$ cat src/rtl/seq_detect_pkg.sv
// Shared types and elaboration-time helpers for the serial pattern detector.
package seq_detect_pkg;

  // What the FSM does on a given clock edge.
  typedef enum logic [1:0] {
    ACT_HOLD    = 2'd0,
    ACT_STEP    = 2'd1,
    ACT_CLEAR   = 2'd2,
    ACT_RECOVER = 2'd3
  } fsm_act_t;

  localparam int MAX_PATTERN_W = 16;

  // Bits needed to hold state indices 0..pattern_w.
  function automatic int state_width(input int pattern_w);
    return $clog2(pattern_w + 1);
  endfunction

  // KMP transition: from Sk on bit b, the longest prefix of the pattern that
  // is a suffix of (first k pattern bits, b). From MATCH without overlap the
  // detector restarts as if from S0.
  function automatic int next_state(input logic [15:0] pattern, input int width,
                                    input int k, input bit b, input bit overlap);
    logic [16:0] str;
    int          kk;
    int          lim;
    int          best;
    kk   = (k >= width && !overlap) ? 0 : k;
    str  = 17'(pattern) >> (width - kk);
    str  = {str[15:0], b};
    lim  = (kk + 1 > width) ? width : kk + 1;
    best = 0;
    for (int j = 1; j <= MAX_PATTERN_W; j++) begin
      if (j <= lim && ((str & ((17'd1 << j) - 17'd1)) == (17'(pattern) >> (width - j))))
        best = j;
    end
    return best;
  endfunction

endpackage

$ cat src/rtl/seq_detect_moore_if.sv
// Serial-stream and status signals between a bit source and the detector.
interface seq_detect_moore_if #(
  parameter int SW    = 3,
  parameter int CNT_W = 8
);
  logic             x;
  logic             x_valid;
  logic             clear;
  logic             z;
  logic [SW-1:0]    state;
  logic [CNT_W-1:0] match_count;

  modport master (output x, x_valid, clear, input z, state, match_count);
  modport slave  (input x, x_valid, clear, output z, state, match_count);
endinterface

$ cat src/rtl/seq_match_counter.sv
// Saturating event counter with synchronous clear.
module seq_match_counter #(
  parameter int CNT_W = 8
) (
  input  logic             clk,
  input  logic             rst_n,
  input  logic             inc,
  input  logic             clr,
  output logic [CNT_W-1:0] count
);

  logic [CNT_W-1:0] count_reg;

  // Clear beats increment; the count sticks at all-ones.
  always_ff @(posedge clk or negedge rst_n) begin
    if (!rst_n)
      count_reg <= '0;
    else if (clr)
      count_reg <= '0;
    else if (inc && (count_reg != '1))
      count_reg <= count_reg + CNT_W'(1);
  end

  assign count = count_reg;

endmodule

$ cat src/rtl/seq_detect_moore.sv
// Moore serial pattern detector: KMP transition table built at elaboration,
// registered state and z, plus a saturating match counter.
module seq_detect_moore
  import seq_detect_pkg::*;
#(
  parameter int                   PATTERN_W = 4,
  parameter logic [PATTERN_W-1:0] PATTERN   = 4'b1011,
  parameter bit                   OVERLAP   = 1'b1,
  parameter int                   CNT_W     = 8
) (
  input logic               clk,
  input logic               rst_n,
  seq_detect_moore_if.slave bus
);

  localparam int            SW       = state_width(PATTERN_W);
  localparam int            NS       = PATTERN_W + 1;
  localparam logic [SW-1:0] MATCH_ST = SW'(PATTERN_W);

  logic [SW-1:0] next_tbl [NS][2];
  logic [SW-1:0] state_reg;
  logic          z_reg;
  logic [SW-1:0] step_state;
  fsm_act_t      act;
  logic          enter_match;

  for (genvar gi = 0; gi < NS; gi++) begin : g_state
    for (genvar gb = 0; gb < 2; gb++) begin : g_bit
      localparam int NXT = next_state(16'(PATTERN), PATTERN_W, gi, (gb != 0), OVERLAP);
      assign next_tbl[gi][gb] = SW'(NXT);
    end
  end

  // Table lookup for the current state and incoming bit.
  always_comb begin
    step_state = '0;
    for (int i = 0; i < NS; i++) begin
      if (state_reg == SW'(i))
        step_state = next_tbl[i][bus.x];
    end
  end

  // Edge action: clear first, then illegal-state recovery, then sampling.
  always_comb begin
    act = ACT_HOLD;
    if (bus.clear)
      act = ACT_CLEAR;
    else if (state_reg > MATCH_ST)
      act = ACT_RECOVER;
    else if (bus.x_valid)
      act = ACT_STEP;
  end

  assign enter_match = (act == ACT_STEP) && (step_state == MATCH_ST);

  // State register with z registered alongside so it decodes MATCH only.
  always_ff @(posedge clk or negedge rst_n) begin
    if (!rst_n) begin
      state_reg <= '0;
      z_reg     <= 1'b0;
    end else begin
      case (act)
        ACT_CLEAR, ACT_RECOVER: begin
          state_reg <= '0;
          z_reg     <= 1'b0;
        end
        ACT_STEP: begin
          state_reg <= step_state;
          z_reg     <= (step_state == MATCH_ST);
        end
        default: begin
          state_reg <= state_reg;
          z_reg     <= z_reg;
        end
      endcase
    end
  end

  seq_match_counter #(.CNT_W(CNT_W)) u_counter (
    .clk   (clk),
    .rst_n (rst_n),
    .inc   (enter_match),
    .clr   (act == ACT_CLEAR),
    .count (bus.match_count)
  );

  assign bus.z     = z_reg;
  assign bus.state = state_reg;

endmodule
$ cat src/flat_wrapper.sv
// flat-port wrapper written by rule: the top's interface ports become plain ports
module seq_detect_moore_flat import seq_detect_pkg::*;
#(
  parameter int                   PATTERN_W = 4,
  parameter logic [PATTERN_W-1:0] PATTERN   = 4'b1011,
  parameter bit                   OVERLAP   = 1'b1,
  parameter int                   CNT_W     = 8
)
  (clk, rst_n, bus_x, bus_x_valid, bus_clear, bus_z, bus_state, bus_match_count);
  seq_detect_moore_if #(.CNT_W(CNT_W)) bus_i ();
  input logic clk;
  input logic rst_n;
  input wire logic [$bits(bus_i.x)-1:0] bus_x;
  input wire logic [$bits(bus_i.x_valid)-1:0] bus_x_valid;
  input wire logic [$bits(bus_i.clear)-1:0] bus_clear;
  output wire logic [$bits(bus_i.z)-1:0] bus_z;
  output wire logic [$bits(bus_i.state)-1:0] bus_state;
  output wire logic [$bits(bus_i.match_count)-1:0] bus_match_count;
  assign bus_i.x = bus_x;
  assign bus_i.x_valid = bus_x_valid;
  assign bus_i.clear = bus_clear;
  assign bus_z = bus_i.z;
  assign bus_state = bus_i.state;
  assign bus_match_count = bus_i.match_count;
  seq_detect_moore #(.PATTERN_W(PATTERN_W), .PATTERN(PATTERN), .OVERLAP(OVERLAP), .CNT_W(CNT_W)) u_core (.clk(clk), .rst_n(rst_n), .bus(bus_i));
endmodule
$ cat config.mk
export PLATFORM = sky130hd
export DESIGN_NAME = seq_detect_moore_flat
export DESIGN_NICKNAME = d
export VERILOG_FILES = /design/src/rtl/seq_detect_pkg.sv /design/src/rtl/seq_detect_moore_if.sv /design/src/rtl/seq_match_counter.sv /design/src/rtl/seq_detect_moore.sv /design/src/flat_wrapper.sv
export SDC_FILE = /design/constraint.sdc
export NUM_CORES = 1
export LEC_CHECK = 0
export CELL_PAD_IN_SITES_DETAIL_PLACEMENT = 1
export CELL_PAD_IN_SITES_GLOBAL_PLACEMENT = 2
export CORE_MARGIN = 2
export CORE_UTILIZATION = 25
export DETAILED_ROUTE_END_ITERATION = 6
export PLACE_DENSITY = 0.83
export SETUP_SLACK_MARGIN = 0.15
export SLEW_MARGIN = 40
export SYNTH_ARGS = -nofsm -noshare
export SYNTH_HDL_FRONTEND = slang
export SYNTH_SLANG_ARGS = --single-unit
$ cat constraint.sdc
create_clock -name clk -period 1.28 [get_ports clk]
set_input_delay 0.128 -clock clk [delete_from_list [all_inputs] [get_ports clk]]
set_output_delay 0.128 -clock clk [all_outputs]
set_load 0.005 [all_outputs]
==> flow_metrics.env <==
export IMPL_cts_tree="built"
export IMPL_grt_max_degree=13
export IMPL_dr_pass1_iters=4
export IMPL_antenna_left=0
export IMPL_outcome="finished, violations left"
export IMPL_ys_seq_area_share_pct=42.55
export IMPL_ys_ff_latch=12
export IMPL_timing_final_crit_share_pct=119.4
export IMPL_drc=0
export IMPL_antennaDiodeCount=0
export IMPL_drt_first_iter_violations=17
export IMPL_cts_made_buffers=3
export IMPL_worst_slack_ns=-0.2487
export IMPL_arrival_ns=1.70
export IMPL_leakagePower_nw=0.7888
export IMPL_powerDensity_nw_per_um2=537.2
export IMPL_viasPerCell=5.146
export IMPL_power_total_mw=0.8778
export IMPL_cts_sinks=12
export IMPL_finalCriticalPeriod_ns=1.529
export IMPL_critical_path_slowest_cell="dfrtp_1"
export IMPL_ctsHoldBuffers=0
export IMPL_finalHoldViolations=0
export IMPL_ios=17
export IMPL_rows=19
export IMPL_area_delta_synth_final_pct=131.6
export IMPL_crit_buf_inv=2
export IMPL_grt_ovfl_total=0
export IMPL_avgSynthCellArea_sq_um=9.165
export IMPL_worst_clock_skew_ns=0.002485
export IMPL_numPortBuffers=16
export IMPL_nFillCells=294
export IMPL_irDropWorstVdd_uv=544.1
export IMPL_drive_gt1_share_pct=62.34
export IMPL_syn_area_sq_um=705.7
export IMPL_htreeDepth=1
export IMPL_die_h_um=57.13
export IMPL_synth_edf_count=0
export IMPL_slew_violations=0
export IMPL_hold_class="in2async"
export IMPL_clk_path_buf_depth=2
export IMPL_dp_hpwl_mm=1.634
export IMPL_max_freq_mhz=654.1
export IMPL_rrSetupSlack_ns=-0.25
export IMPL_worstPathCellList="buf_4 -> nand3b_1 -> nor3_4 -> buf_6 -> a31oi_4 -> o21a_1"
export IMPL_maxCapViolCount=0
export IMPL_multi_input_area_sq_um=536.8
export IMPL_antenna_found_initial=0
export IMPL_wl_per_cell_um=19.65
export IMPL_grt_pass1_wl_mm=4.574
export IMPL_synth_flop_cell="dfrtp_1"
export IMPL_path_clk_slew_ns=0.09
export IMPL_placed_cell_area_sq_um=1087
export IMPL_start_kind="register"
export IMPL_grt_pass1_vias=950
export IMPL_final_nets=161
export IMPL_utilization_pct=60.30
export IMPL_rr_worst_depth=6
export IMPL_required_ns=1.45
export IMPL_reg2reg_from="u_core.bus.state[0]$_DFFE_PN0P_"
export IMPL_critPathKind="reg2reg"
export IMPL_cts_root_buffer="clkbuf_4"
export IMPL_path_max_fanout=3
export IMPL_seq_area_sq_um=301.5
export IMPL_synth_cell_types=31
export IMPL_die_width_um=57.13
export IMPL_critPathCaptureType="register"
export IMPL_insertion_delay_ns=0.28
export IMPL_finalSetupViolCount=15
export IMPL_rsz0062_at_grt="yes"
export IMPL_slew_headroom_pct=76.40
export IMPL_routed_via_count=952
export IMPL_syn_inst=77
export IMPL_initial_core_util_pct=26.04
export IMPL_async_flop_share_pct=100.0
export IMPL_synth_nets=83
export IMPL_cpLargestDelayFamily="simple AND/OR/NAND/NOR gates"
export IMPL_wl_mm=3.636
export IMPL_ys_warnings_count=0
export IMPL_largest_reg_flops=8
export IMPL_max_stage_delay_ns=0.41
export IMPL_failed_checks="setup timing"
export IMPL_die_area_sq_um=3264
export IMPL_gp_congestion=0.7344
export IMPL_postLayoutCellArea_sq_um=1634
export IMPL_tightest_slew_ns=0.3530
export IMPL_coreArea_sq_um=2710
export IMPL_fin_cells=185
export IMPL_r2r_end="u_core.u_counter.count[4]$_DFFE_PN0P_"
export IMPL_placed_cells=147
export IMPL_grt_total_usage_pct=18.47
==> how the worst max path moves through the flow <==
| stage | startpoint | end | slack (ns) | cells past startpoint |
|---|---|---|---|---|
| floorplan | u_core.bus.state[0]$_DFFE_PN0P_ | u_core.u_counter.count[0]$_DFFE_PN0P_ | -0.17 | 4 |
| global placement | bus_clear | u_core.u_counter.count[0]$_DFFE_PN0P_ | -0.32 | 5 |
| detailed placement | bus_clear | u_core.u_counter.count[0]$_DFFE_PN0P_ | -0.39 | 5 |
| CTS | u_core.u_counter.count[1]$_DFFE_PN0P_ | u_core.u_counter.count[0]$_DFFE_PN0P_ | -0.18 | 7 |
| global route | u_core.bus.state[0]$_DFFE_PN0P_ | u_core.u_counter.count[7]$_DFFE_PN0P_ | -0.29 | 5 |
| finish | u_core.bus.state[0]$_DFFE_PN0P_ | u_core.u_counter.count[4]$_DFFE_PN0P_ | -0.25 | 6 |
==> Yosys cell counts (2+ instances only) <==
cell type	instances	area, sq um
o21a_1	3	22.52
inv_1	3	11.26
nor3_1	5	25.02
nor2_1	7	26.28
a31oi_1	4	25.02
o21ai_0	2	10.01
nand2_1	8	30.03
a21oi_1	5	25.02
a311oi_1	2	17.52
nand3b_1	2	15.01
nor2b_1	2	12.51
nand3_1	3	15.01
dfrtp_1	12	300.3
nand4_1	2	12.51
==> power breakdown <==
group | total (mW) | leakage, nW | internal, mW | switching, mW
registers | 0.389 | 0.165 | 0.383 | 0.00562
clock network | 0.320 | 0.0210 | 0.173 | 0.147
logic | 0.169 | 0.603 | 0.0927 | 0.0764
==> timing repair <==
item,4_1_cts,5_1_grt
buffers inserted,21,13
setup endpoints to repair,24,23
endpoints found under the hold margin,0,0
resized for setup,58,46
pin swaps,16,20
==> kinds of logic (layout without fill, tap and decap cells) <==
family          after synthesis  in the layout  share of synthesized area (%)
simple gates                 38             38                          31.03
compound gates               22             22                          21.81
flops                        12             12                          42.55
buf+inv                       4             81                          2.837
fa+ha+maj                     1              1                          1.773
==> layout make-up <==
class                      count  area share (%)
inverter                       3          0.6891
multi-input combinational     61           32.85
sequential                    12           18.45
timing repair buffer          74           43.41
tap                           31           2.374
clock buffer                   4           2.221
==> layout by cell type, fill, tap and decap left out, types with 3 or more instances in the layout <==
master	netlist	routed
nand2_1	8	7
buf_6	0	38
o21a_1	3	3
nor2_1	7	4
nor3_2	0	4
dfrtp_1	12	11
a21oi_2	0	3
a31oi_1	4	3
clkdlybuf4s50_1	0	4
clkbuf_4	0	3
inv_1	3	3
buf_4	0	27
==> worst reg2reg max path, cell delays in order, from the launching register on <==
cell and delay [ns]:
dfrtp_1 0.41, buf_4 0.13, nand3b_1 0.25, nor3_4 0.32, buf_6 0.15, a31oi_4 0.06, o21a_1 0.11
==> per-layer routing <==
| layer | up-vias | track usage [%] | share of wire, % |
|---|---|---|---|
| met1 | 471 | 23.24 | 44 |
| met4 | 0 | 4.983 | 1.6 |
| li1 | 446 | - | - |
| met3 | 8 | 1.361 | 2.3 |
| met2 | 27 | 33.99 | 52 |
| met5 | - | 0 | 0 |
==> per-stage QoR <==
| step | TNS, ns | hold WS, ns | worst slack, ns |
|---|---|---|---|
| after floorplan | -0.3859 | -0.1676 | -0.1722 |
| after global placement | -2.410 | 0.4514 | -0.3209 |
| after detailed placement | -3.006 | 0.4653 | -0.3864 |
| after CTS | -1.144 | 0.1595 | -0.1797 |
| after global routing | -2.688 | 0.1865 | -0.2914 |
| final | -1.957 | 0.1749 | -0.2487 |
(Power assumes the default switching activity.)
